<file path="src/rtl/rf_bypass_if.sv">
// Read/write port bundle for the 8x16 register file.
// The master drives the selects and write data, and the slave returns the bypassed read data.
interface rf_bypass_if;
    logic [2:0]  read1RegSel;
    logic [2:0]  read2RegSel;
    logic [2:0]  writeRegSel;
    logic [15:0] writeData;
    logic        write;
    logic [15:0] read1Data;
    logic [15:0] read2Data;
    logic        err;

    modport master (
        output read1RegSel, read2RegSel, writeRegSel, writeData, write,
        input  read1Data, read2Data, err
    );

    modport slave (
        input  read1RegSel, read2RegSel, writeRegSel, writeData, write,
        output read1Data, read2Data, err
    );
endinterface

</file>
<file path="src/rtl/rf_bypass.sv">
// 8x16 register file: two combinational read ports, one synchronous write port, write-to-read bypass.
// A per-register valid bit flags reads of registers that have not been written since reset.
module rf_bypass (
    input logic        clk,
    input logic        rst,
    rf_bypass_if.slave bus
);
    logic [7:0][15:0] regs_q, regs_d;
    logic [7:0]       valid_q, valid_d;

    logic [15:0] raw1, raw2;
    logic        bypass1, bypass2;

    always_comb begin
        regs_d  = regs_q;
        valid_d = valid_q;
        if (bus.write) begin
            regs_d[bus.writeRegSel]  = bus.writeData;
            valid_d[bus.writeRegSel] = 1'b1;
        end
    end

    always_ff @(posedge clk or posedge rst) begin
        if (rst) begin
            regs_q  <= '0;
            valid_q <= '0;
        end else begin
            regs_q  <= regs_d;
            valid_q <= valid_d;
        end
    end

    // The bypass stays live during reset: a matching write is forwarded even though it is not stored.
    always_comb begin
        raw1    = regs_q[bus.read1RegSel];
        raw2    = regs_q[bus.read2RegSel];
        bypass1 = bus.write && (bus.writeRegSel == bus.read1RegSel);
        bypass2 = bus.write && (bus.writeRegSel == bus.read2RegSel);
        bus.read1Data = bypass1 ? bus.writeData : raw1;
        bus.read2Data = bypass2 ? bus.writeData : raw2;
        bus.err = (!valid_q[bus.read1RegSel] && !bypass1) ||
                  (!valid_q[bus.read2RegSel] && !bypass2);
    end
endmodule

</file>
<file path="src/flat_wrapper.sv">
// flat-port wrapper written by rule: the top's interface ports become plain ports
module rf_bypass_flat 
  (clk, rst, bus_read1RegSel, bus_read2RegSel, bus_writeRegSel, bus_writeData, bus_write, bus_read1Data, bus_read2Data, bus_err);
  rf_bypass_if bus_i ();
  input logic clk;
  input logic rst;
  input wire logic [$bits(bus_i.read1RegSel)-1:0] bus_read1RegSel;
  input wire logic [$bits(bus_i.read2RegSel)-1:0] bus_read2RegSel;
  input wire logic [$bits(bus_i.writeRegSel)-1:0] bus_writeRegSel;
  input wire logic [$bits(bus_i.writeData)-1:0] bus_writeData;
  input wire logic [$bits(bus_i.write)-1:0] bus_write;
  output wire logic [$bits(bus_i.read1Data)-1:0] bus_read1Data;
  output wire logic [$bits(bus_i.read2Data)-1:0] bus_read2Data;
  output wire logic [$bits(bus_i.err)-1:0] bus_err;
  assign bus_i.read1RegSel = bus_read1RegSel;
  assign bus_i.read2RegSel = bus_read2RegSel;
  assign bus_i.writeRegSel = bus_writeRegSel;
  assign bus_i.writeData = bus_writeData;
  assign bus_i.write = bus_write;
  assign bus_read1Data = bus_i.read1Data;
  assign bus_read2Data = bus_i.read2Data;
  assign bus_err = bus_i.err;
  rf_bypass u_core (.clk(clk), .rst(rst), .bus(bus_i));
endmodule
</file>
<file path="config.mk">
export PLATFORM = sky130hd
export DESIGN_NAME = rf_bypass_flat
export DESIGN_NICKNAME = d
export VERILOG_FILES = /design/src/rtl/rf_bypass_if.sv /design/src/rtl/rf_bypass.sv /design/src/flat_wrapper.sv
export SDC_FILE = /design/constraint.sdc
export NUM_CORES = 1
export LEC_CHECK = 0
export ABC_CLOCK_PERIOD_IN_PS = 8000
export BUFFER_PORTS_ARGS = -buffer_cell sky130_fd_sc_hd__buf_4
export CORE_MARGIN = 8
export CORE_UTILIZATION = 40
export DETAILED_ROUTE_END_ITERATION = 8
export HOLD_SLACK_MARGIN = 0.15
export PLACE_DENSITY_LB_ADDON = 0.05
export SYNTH_ARGS = -nofsm -noshare
export SYNTH_HDL_FRONTEND = slang
export SYNTH_SLANG_ARGS = --single-unit
</file>
<file path="constraint.sdc">
create_clock -name clk -period 8 [get_ports clk]
set_clock_uncertainty 0.15 [all_clocks]
set_input_delay 1.6 -clock clk [delete_from_list [all_inputs] [get_ports clk]]
set_output_delay 1.6 -clock clk [all_outputs]
set_load 0.02 [all_outputs]
</file>
==> flow_metrics.env, run 1 <==
export IMPL_antenna_found_initial=0
export IMPL_netlist_instances=476
export IMPL_cts_tree="done"
export IMPL_grt_first_pass_wirelength_um=30000
export IMPL_crit_required_ns=6.25
export IMPL_synth_edf_count=0
export IMPL_cpMaxStageDelayCell="nand4_1"
export IMPL_ys_seq_area_share_pct=43.1
export IMPL_dp_hpwl_um=11400
export IMPL_p_int_mw=1.80
export IMPL_vias=4447
export IMPL_hold_ws_ns=0.336
export IMPL_clock_power_share_pct=36.0
export IMPL_slowest_delay_ns=0.54
export IMPL_async_flop_share_pct=100
export IMPL_synth_top_area_share_pct=43.1
export IMPL_rows=51
export IMPL_tightest_slew_ns=0.938
export IMPL_cp_top_family="buffers and inverters"
export IMPL_peakVddDrop_mv=0.126
export IMPL_yosysTopAreaCell="dfrtp_1"
export IMPL_path_cells="buf_4, xnor2_1, nand4_1, buf_4, mux2_4, buf_4"
export IMPL_cp_start_kind="input pin"
export IMPL_status="finished clean"
export IMPL_num_io_pins=61
export IMPL_syn_cell_area_um2=7910
export IMPL_die_y_um=157
export IMPL_grt_max_degree=73
export IMPL_clock_latency_ns=0.41
export IMPL_dieArea_um2=24500
export IMPL_hold_viol_final=0
export IMPL_grt_usage_pct=16.5
export IMPL_port_buffers=60
export IMPL_die_w_um=157
export IMPL_grt_pass1_vias=4828
export IMPL_ys_seq_elements=136
export IMPL_initial_core_util_pct=40.6
export IMPL_worstPathArrival_ns=3.82
export IMPL_path_class="input pin to primary output"
export IMPL_clk_pin_slew_ns=0.05
export IMPL_layout_drive_gt1_share_pct=59.5
export IMPL_coreArea_um2=19500
export IMPL_placed_cell_area_um2=8460
export IMPL_numClockSinks=136
export IMPL_wl_per_cell_um=24.3
export IMPL_max_clock_path_buffers=2
export IMPL_p_comb_share_pct=25.9
export IMPL_antenna_cells=0
export IMPL_nNetsFinal=544
export IMPL_htree_levels=4
export IMPL_routabilityCongestion=0.704
export IMPL_cts_setup_buffers=0
export IMPL_slew_headroom_pct=37.5
export IMPL_final_area_um2=9120
export IMPL_cellLeakagePower_nw=3.89
export IMPL_cts_hold_buffers_added=0
export IMPL_cts_repair_resized=0
export IMPL_yosys_warnings=0
export IMPL_synthTopCellsByArea="dfrtp_1, mux2_2, mux4_1"
export IMPL_grt_remaining_overflow=0
export IMPL_hold_path_class="register to register"
export IMPL_rsz0062_at_grt="no"
export IMPL_synthMostInstantiatedCell="mux2_2"
export IMPL_switching_share_pct=26.3
export IMPL_ant_nets=0
export IMPL_critPathMaxFanout=34
export IMPL_min_period_over_period_pct=69.6
export IMPL_drc=0
export IMPL_clock_root_buffer="clkbuf_16"
export IMPL_vias_per_cell=5.60
export IMPL_ys_flop_type="dfrtp_1"
export IMPL_fmax_ghz=0.180
export IMPL_synth_common_cells="mux2_2, dfrtp_1, mux4_1, buf_1"
export IMPL_drv_slew=0
export IMPL_powerDensity_nw_per_um2=267
export IMPL_drt_iter0_drc=188
export IMPL_power_switching_mw=0.640
export IMPL_crit_path_end_kind="primary output"
export IMPL_finalCriticalPeriod_ns=5.57
export IMPL_firstDrtPassIters=4
export IMPL_routed_wl_um=19300
export IMPL_areaGrowthSynthToFinish_pct=15.4
export IMPL_syn_nets=504
export IMPL_finalSetupTns_ns=0
export IMPL_cap_viol_max_count=0
export IMPL_numCtsBuffers=17
export IMPL_setup_viol=0
export IMPL_path_buf_inv=3
export IMPL_power_frac_seq_pct=38.1
export IMPL_crit_top_cell="buf_4"
export IMPL_avgSynthCellArea_um2=16.6
export IMPL_ys_types=22
[layout make-up]
type	count	area [um2]
clock buffers	20	467
clock inverters	12	196
fillers	1689	10300
inverters	1	6.26
multi-input cells	289	4180
flip-flops and latches	136	3400
well taps	265	332
repair buffers	71	533
[kinds of logic (layout without fill, tap and decap cells)]
logic type,Yosys count,in the layout,synth area share (%)
AOI/OAI and AO/OA,1,1,0.111
xor gates and xnor gates,6,6,0.665
buffers and inverters,51,104,4.12
DFF,136,136,43.1
muxes,262,262,50.2
and+or+nand+nor,20,20,1.90
[power groups by stage]
stage | clock network, mW | logic [mW] | registers (mW)
final | 0.877 | 0.632 | 0.930
after global routing | 0.928 | 0.680 | 0.952
after global placement | 0 | 0.632 | 0.930
after floorplan | 0 | 0.490 | 0.903
after detailed placement | 0 | 0.641 | 0.940
after CTS | 0.901 | 0.644 | 0.928
[layer usage]
layer / wire length, um / track usage, % / part of all wire (%) / vias to the layer above
met5: 0 / 0 / 0 / -
met3: 719 / 3.92 / 3.7 / 19
met4: 174 / 4.71 / 0.90 / 0
met2: 9740 / 28.2 / 51 / 86
li1: - / - / - / 1971
met1: 8620 / 20.5 / 45 / 2371
[cell usage in the layout, fill, tap and decap left out]
cell type	synthesis	routed
or2_2	4	4
nor3b_4	0	1
nor3b_2	2	1
nand4_1	3	3
nand2b_1	5	5
clkbuf_16	0	17
mux2_4	10	10
mux4_2	11	11
clkinvlp_4	0	3
a22o_1	1	1
nand4b_1	3	3
dfrtp_1	136	136
mux2i_1	2	2
mux2_2	182	182
nand2_1	1	1
clkinv_4	0	1
clkbuf_8	0	3
nor3_2	2	2
xnor2_1	6	6
clkinv_2	0	3
inv_4	0	1
bufinv_16	0	5
mux4_1	57	57
buf_4	4	71
[through the flow]
stage | power (mW) | worst slack [ns] | std cells | util, %
after floorplan | 1.39 | 2.61 | 476 | -
after global placement | 1.56 | 2.44 | 762 | 43.5
after detailed placement | 1.58 | 2.37 | 762 | 43.5
after CTS | 2.47 | 2.37 | 794 | 46.9
after global routing | 2.56 | 2.29 | 794 | 46.9
final | 2.44 | 2.43 | 794 | 46.9
[flip-flops by register name (all words and copies together), names as in the netlist]
register and count:
u_core.regs_q 128, u_core.valid_q 8
[path summary, 6_finish.rpt]
kind                       slack, ns                end  depth (start not counted)          startpoint
max in group asynchronous       5.00  u_core.regs_q[35]                          3                 rst
setup / recovery                2.43  bus_read1Data[10]                          6  bus_read1RegSel[0]
hold reg to reg                 0.34  u_core.valid_q[3]                          1   u_core.valid_q[3]
setup reg to reg                7.04  u_core.valid_q[4]                          1   u_core.valid_q[4]
hold / removal                  0.34  u_core.valid_q[3]                          1   u_core.valid_q[3]
min in group asynchronous       1.19  u_core.regs_q[86]                          2                 rst
Note: power is estimated with default switching activity, not from simulation.
==> run 2: changes to the inputs <==
--- a/config.mk
+++ b/config.mk
@@ -5,7 +5,8 @@
 export SDC_FILE = /design/constraint.sdc
 export NUM_CORES = 1
 export LEC_CHECK = 0
-export ABC_CLOCK_PERIOD_IN_PS = 8000
+export ABC_AREA = 1
+export ABC_CLOCK_PERIOD_IN_PS = 5500
 export BUFFER_PORTS_ARGS = -buffer_cell sky130_fd_sc_hd__buf_4
 export CORE_MARGIN = 8
 export CORE_UTILIZATION = 40
==> constraint.sdc (replaced) <==
create_clock -name clk -period 5.5 [get_ports clk]
set_clock_uncertainty 0.15 [all_clocks]
set_input_delay 1.1 -clock clk [delete_from_list [all_inputs] [get_ports clk]]
set_output_delay 1.1 -clock clk [all_outputs]
set_load 0.02 [all_outputs]
==> flow_metrics.env, run 2 <==
export IMPL_grt_pass1_vias=7795
export IMPL_cap_viol_max_count=0
export IMPL_critPathMaxFanout=19
export IMPL_htree_levels=4
export IMPL_initial_core_util_pct=40.7
export IMPL_critPathLaunch="bus_read2RegSel[2]"
export IMPL_synth_compound_area_share_pct=7.81
export IMPL_cp_start_kind="input pin"
export IMPL_peakVddDrop_mv=0.207
export IMPL_ys_types=22
export IMPL_status="finished clean"
export IMPL_cts_repair_resized=0
export IMPL_largest_register="u_core.regs_q"
export IMPL_hold_ws_ns=0.332
export IMPL_total_power_mw=3.29
export IMPL_path_class="input pin to primary output"
export IMPL_port_buffers=60
export IMPL_numCtsBuffers=17
export IMPL_dp_hpwl_um=16800
export IMPL_cellLeakagePower_nw=5.03
export IMPL_netlist_instances=1255
export IMPL_layout_common_cells="nand2_1, nand3_1, inv_1, dfrtp_1, o21ai_0"
export IMPL_antenna_cells=0
export IMPL_rows=52
export IMPL_syn_nets=1283
export IMPL_finalCriticalPeriod_ns=4.13
export IMPL_synth_fa_ha_area_share_pct=0
export IMPL_synthTopCellsByArea="dfrtp_1, nand2_1, nand3_1"
export IMPL_crit_path_end_kind="primary output"
export IMPL_layout_drive_gt1_share_pct=9.56
export IMPL_routed_wl_um=28300
export IMPL_grt_first_pass_wirelength_um=45400
export IMPL_ant_nets=0
export IMPL_fill_cells=2111
export IMPL_synth_top_family_by_area="simple AND/OR/NAND/NOR gates"
export IMPL_tightest_slew_ns=0.883
export IMPL_synth_edf_count=0
export IMPL_setup_viol=0
export IMPL_grt_max_degree=69
export IMPL_crit_required_ns=4.25
export IMPL_dp_cells=1524
export IMPL_syn_cell_area_um2=8200
export IMPL_min_from="u_core.regs_q[106]"
export IMPL_hold_viol_final=0
export IMPL_grt_usage_pct=22.7
export IMPL_synth_common_cells="nand2_1, nand3_1, inv_1, dfrtp_1, o21ai_0"
export IMPL_wl_per_cell_um=18.2
export IMPL_ys_seq_area_share_pct=41.5
export IMPL_worstPathArrival_ns=2.88
export IMPL_cts_setup_buffers=0
export IMPL_powerDensity_nw_per_um2=352
export IMPL_muxShareOfSynthArea_pct=0
export IMPL_largest_register_ffs=128
export IMPL_r2r_start="u_core.valid_q[7]"
export IMPL_coreArea_um2=20200
export IMPL_min_period_over_period_pct=75.1
export IMPL_yosys_warnings=0
export IMPL_numClockSinks=136
export IMPL_grt_remaining_overflow=0
export IMPL_synth_top_area_share_pct=41.5
export IMPL_synthXorXnorAreaFrac_pct=0
export IMPL_clock_latency_ns=0.42
export IMPL_firstDrtPassIters=5
export IMPL_vias=8080
export IMPL_drc=0
export IMPL_hold_path_class="register to register"
export IMPL_clk_pin_slew_ns=0.06
export IMPL_areaGrowthSynthToFinish_pct=13.9
export IMPL_ys_flop_type="dfrtp_1"
export IMPL_clock_root_buffer="clkbuf_16"
export IMPL_routabilityCongestion=0.790
export IMPL_drv_slew=0
export IMPL_finalSetupTns_ns=0
export IMPL_die_w_um=159
export IMPL_ys_seq_elements=136
export IMPL_synthMostInstantiatedCell="nand2_1"
export IMPL_drt_iter0_drc=651
export IMPL_die_y_um=159
export IMPL_nNetsFinal=1301
export IMPL_dieArea_um2=25300
export IMPL_max_clock_path_buffers=2
export IMPL_vias_per_cell=5.19
export IMPL_fin_cells=1556
export IMPL_cts_hold_buffers_added=0
export IMPL_rrSetupSlack_ns=4.56
export IMPL_cts_tree="done"
export IMPL_num_io_pins=61
export IMPL_antenna_found_initial=0
export IMPL_slew_headroom_pct=41.1
export IMPL_rsz0062_at_grt="no"
export IMPL_final_common_cell="nand2_1"
export IMPL_async_flop_share_pct=100
export IMPL_avgSynthCellArea_um2=6.54
export IMPL_fmax_ghz=0.242
export IMPL_top_regs="u_core.regs_q: 128 flops, u_core.valid_q: 8 flops"
export IMPL_yosysTopAreaCell="dfrtp_1"
export IMPL_yosys_area_share_simple_pct=38.5
run 2: final timing paths:
path | to | depth (start not counted)
worst min-delay path | u_core.regs_q[106] | 2
max in group asynchronous | u_core.regs_q[86] | 3
worst max-delay path | bus_read2Data[11] | 10
worst min register to register | u_core.regs_q[106] | 2
min in group asynchronous | u_core.regs_q[31] | 2
worst max register to register | u_core.valid_q[7] | 1
run 2: through the flow:
step	util, %	instance area, um2	setup slack [ns]
2_1_floorplan	-	8200	0.611
3_3_place_gp	43.3	8740	1.42
3_5_place_dp	43.3	8740	1.39
4_1_cts	46.3	9340	1.39
5_1_grt	46.3	9340	1.25
6_report	46.3	9340	1.37
run 2: critical path, stage by stage:
cell     delay, ns
buf_4         0.31
inv_2         0.32
nand2_1       0.13
nand2_1       0.06
nor2_2        0.12
nand2_4       0.24
inv_6         0.26
nand2_1       0.07
nand2_1       0.09
buf_4         0.15
run 2: cell type report:
cell class	instances	area, um2	share of cell area (%)
Clock inverter	9	148	1.58
Inverter	163	624	6.68
Timing Repair Buffer	77	578	6.19
Tap cell	270	338	3.62
Sequential cell	136	3400	36.4
Clock buffer	23	458	4.90
Multi-Input combinational cell	878	3790	40.6
run 2: cell families (layout without fill, tap and decap cells):
logic type,count (synthesis),count (layout)
buf+inv,241,272
simple gates,750,750
compound gates,128,128
flops,136,136
run 2: power by group:
part	internal, mW	leakage [nW]	switching [mW]
sequential	1.18	1.67	0.0881
clock	0.769	0.295	0.454
combinational	0.278	3.06	0.524
run 2: per-layer routing:
| layer | global-route usage [%] | vias up | part of all wire, % |
|---|---|---|---|
| met3 | 4.29 | 28 | 5.5 |
| met5 | 0 | - | 0 |
| li1 | - | 3958 | - |
| met4 | 5.49 | 0 | 1.1 |
| met1 | 29.9 | 3816 | 46 |
| met2 | 37.7 | 278 | 48 |
==> run 3: changes to the inputs <==
--- a/config.mk
+++ b/config.mk
@@ -6,7 +6,7 @@
 export NUM_CORES = 1
 export LEC_CHECK = 0
 export ABC_AREA = 1
-export ABC_CLOCK_PERIOD_IN_PS = 5500
+export ABC_CLOCK_PERIOD_IN_PS = 3900
 export BUFFER_PORTS_ARGS = -buffer_cell sky130_fd_sc_hd__buf_4
 export CORE_MARGIN = 8
 export CORE_UTILIZATION = 40
==> constraint.sdc (replaced) <==
create_clock -name clk -period 3.9 [get_ports clk]
set_clock_uncertainty 0.15 [all_clocks]
set_input_delay 0.78 -clock clk [delete_from_list [all_inputs] [get_ports clk]]
set_output_delay 0.78 -clock clk [all_outputs]
set_load 0.02 [all_outputs]
==> flow_metrics.env, run 3 (synthesis gave the netlist of run 2 again) <==
export IMPL_status="finished clean"
export IMPL_routabilityCongestion=0.831
export IMPL_grt_usage_pct=22.5
export IMPL_finalCriticalPeriod_ns=3.24
export IMPL_routed_wl_um=28400
export IMPL_final_seq_area_um2=3400
export IMPL_clock_latency_ns=0.43
export IMPL_fmax_ghz=0.309
export IMPL_critPathMaxFanout=18
export IMPL_rows=52
export IMPL_dp_slack_ns=0.673
export IMPL_min_period_over_period_pct=83.1
export IMPL_slowest_delay_ns=0.27
export IMPL_port_buffers=60
export IMPL_p_int_mw=3.09
export IMPL_grt_first_pass_wirelength_um=44500
export IMPL_antenna_cells=0
export IMPL_finalSetupTns_ns=0
export IMPL_fill_cells=2152
export IMPL_coreArea_um2=20200
export IMPL_drv_slew=0
export IMPL_largest_register="u_core.regs_q"
export IMPL_clock_power_share_pct=36.7
export IMPL_path_cells="buf_4, inv_2, nor2_1, nor2_1, nand2_4, inv_6, nand2_1, nand2_1, buf_4"
export IMPL_die_w_um=159
export IMPL_clk_pin_slew_ns=0.06
export IMPL_cpMaxStageDelayCell="nand2_4"
export IMPL_vias_per_cell=5.14
export IMPL_firstDrtPassIters=5
export IMPL_placed_cell_area_um2=8810
export IMPL_wl_per_cell_um=18.2
export IMPL_cp_start_kind="input pin"
export IMPL_vias=8018
export IMPL_rsz0062_at_grt="no"
export IMPL_path_class="input pin to primary output"
export IMPL_grt_max_degree=70
export IMPL_tightest_slew_ns=0.894
export IMPL_cts_setup_buffers=0
export IMPL_hold_path_class="register to register"
export IMPL_clock_root_buffer="clkbuf_16"
export IMPL_num_io_pins=61
export IMPL_grt_pass1_vias=7604
export IMPL_cellLeakagePower_nw=5.05
export IMPL_fin_ws_ns=0.659
export IMPL_cap_viol_max_count=0
export IMPL_multi_input_area_um2=3800
export IMPL_final_common_cell="nand2_1"
export IMPL_areaGrowthSynthToFinish_pct=14.9
export IMPL_hold_ws_ns=0.333
export IMPL_powerDensity_nw_per_um2=492
export IMPL_htree_levels=4
export IMPL_dieArea_um2=25300
export IMPL_rrSetupSlack_ns=2.96
export IMPL_hold_viol_final=0
export IMPL_peakVddDrop_mv=0.298
export IMPL_largest_register_ffs=128
export IMPL_top_regs="u_core.regs_q: 128 flops, u_core.valid_q: 8 flops"
export IMPL_p_comb_share_pct=24.7
export IMPL_drt_iter0_drc=840
export IMPL_max_clock_path_buffers=2
export IMPL_grt_remaining_overflow=0
export IMPL_numClockSinks=136
export IMPL_drc=0
export IMPL_worstPathArrival_ns=2.31
export IMPL_die_y_um=159
export IMPL_cts_repair_resized=0
export IMPL_dp_cells=1529
export IMPL_cts_tree="done"
export IMPL_switching_share_pct=33.4
export IMPL_power_switching_mw=1.55
export IMPL_nNetsFinal=1306
export IMPL_path_buf_inv=4
export IMPL_power_frac_seq_pct=38.6
export IMPL_antenna_found_initial=0
export IMPL_dp_hpwl_um=17400
export IMPL_layout_common_cells="nand2_1, nand3_1, inv_1, dfrtp_1, o21ai_0"
export IMPL_layout_drive_gt1_share_pct=10.4
export IMPL_numCtsBuffers=17
export IMPL_slew_headroom_pct=40.2
export IMPL_initial_core_util_pct=40.7
export IMPL_fin_cells=1561
export IMPL_setup_viol=0
export IMPL_crit_required_ns=2.97
export IMPL_cp_top_family="buffers and inverters"
export IMPL_ant_nets=0
export IMPL_cts_hold_buffers_added=0
export IMPL_final_area_um2=9430
export IMPL_crit_path_end_kind="primary output"
-- run 3: cell types whose count changed in the layout (fill, tap and decap cells not counted), sizes merged --
| cell | previous run | this run |
|---|---|---|
| bufinv | 4 | 3 |
| buf | 77 | 82 |
| clkinvlp | 1 | 6 |
| clkinv | 5 | 4 |
| clkbuf | 23 | 18 |
| inv | 162 | 164 |
-- run 3: final cells by class --
| class | count | area share, % |
|---|---|---|
| flip-flops and latches | 136 | 36.1 |
| multi-input cells | 878 | 40.3 |
| clock buffers | 18 | 4.66 |
| inverters | 163 | 6.61 |
| repair buffers | 82 | 6.93 |
| clock inverters | 14 | 1.83 |
| well taps | 270 | 3.58 |
-- run 3: path summary, 6_finish.rpt --
check	depth (start not counted)	start	end
max in group asynchronous	3	rst	u_core.regs_q[53]
max	9	bus_read2RegSel[0]	bus_read2Data[14]
max reg2reg	1	u_core.valid_q[7]	u_core.valid_q[7]
min	2	u_core.regs_q[58]	u_core.regs_q[58]
min reg2reg	2	u_core.regs_q[58]	u_core.regs_q[58]
min in group asynchronous	2	rst	u_core.regs_q[95]
-- run 3: stage by stage --
stage	util [%]	power (mW)
after global routing	46.7	4.91
after CTS	46.7	4.67
final	46.7	4.64
after detailed placement	43.7	2.96
after global placement	43.7	2.94
after floorplan	-	2.59
-- run 3: worst min-delay path, stage by stage (launching register included) --
cell and delay [ns]:
dfrtp_1 0.34, nand2_1 0.05, o21ai_0 0.06
-- run 3: power groups by stage --
stage | clock [mW] | sequential, mW | combinational [mW]
6_report | 1.70 | 1.79 | 1.15
5_1_grt | 1.78 | 1.82 | 1.31
4_1_cts | 1.73 | 1.79 | 1.15
3_5_place_dp | 0 | 1.81 | 1.15
3_3_place_gp | 0 | 1.81 | 1.14
2_1_floorplan | 0 | 1.78 | 0.805
-- run 3: metal layers --
layer	wire length, um	GRT usage (%)
met5	0	0
met4	529	7.16
met3	2010	4.91
met2	13000	35.6
met1	12800	30.0
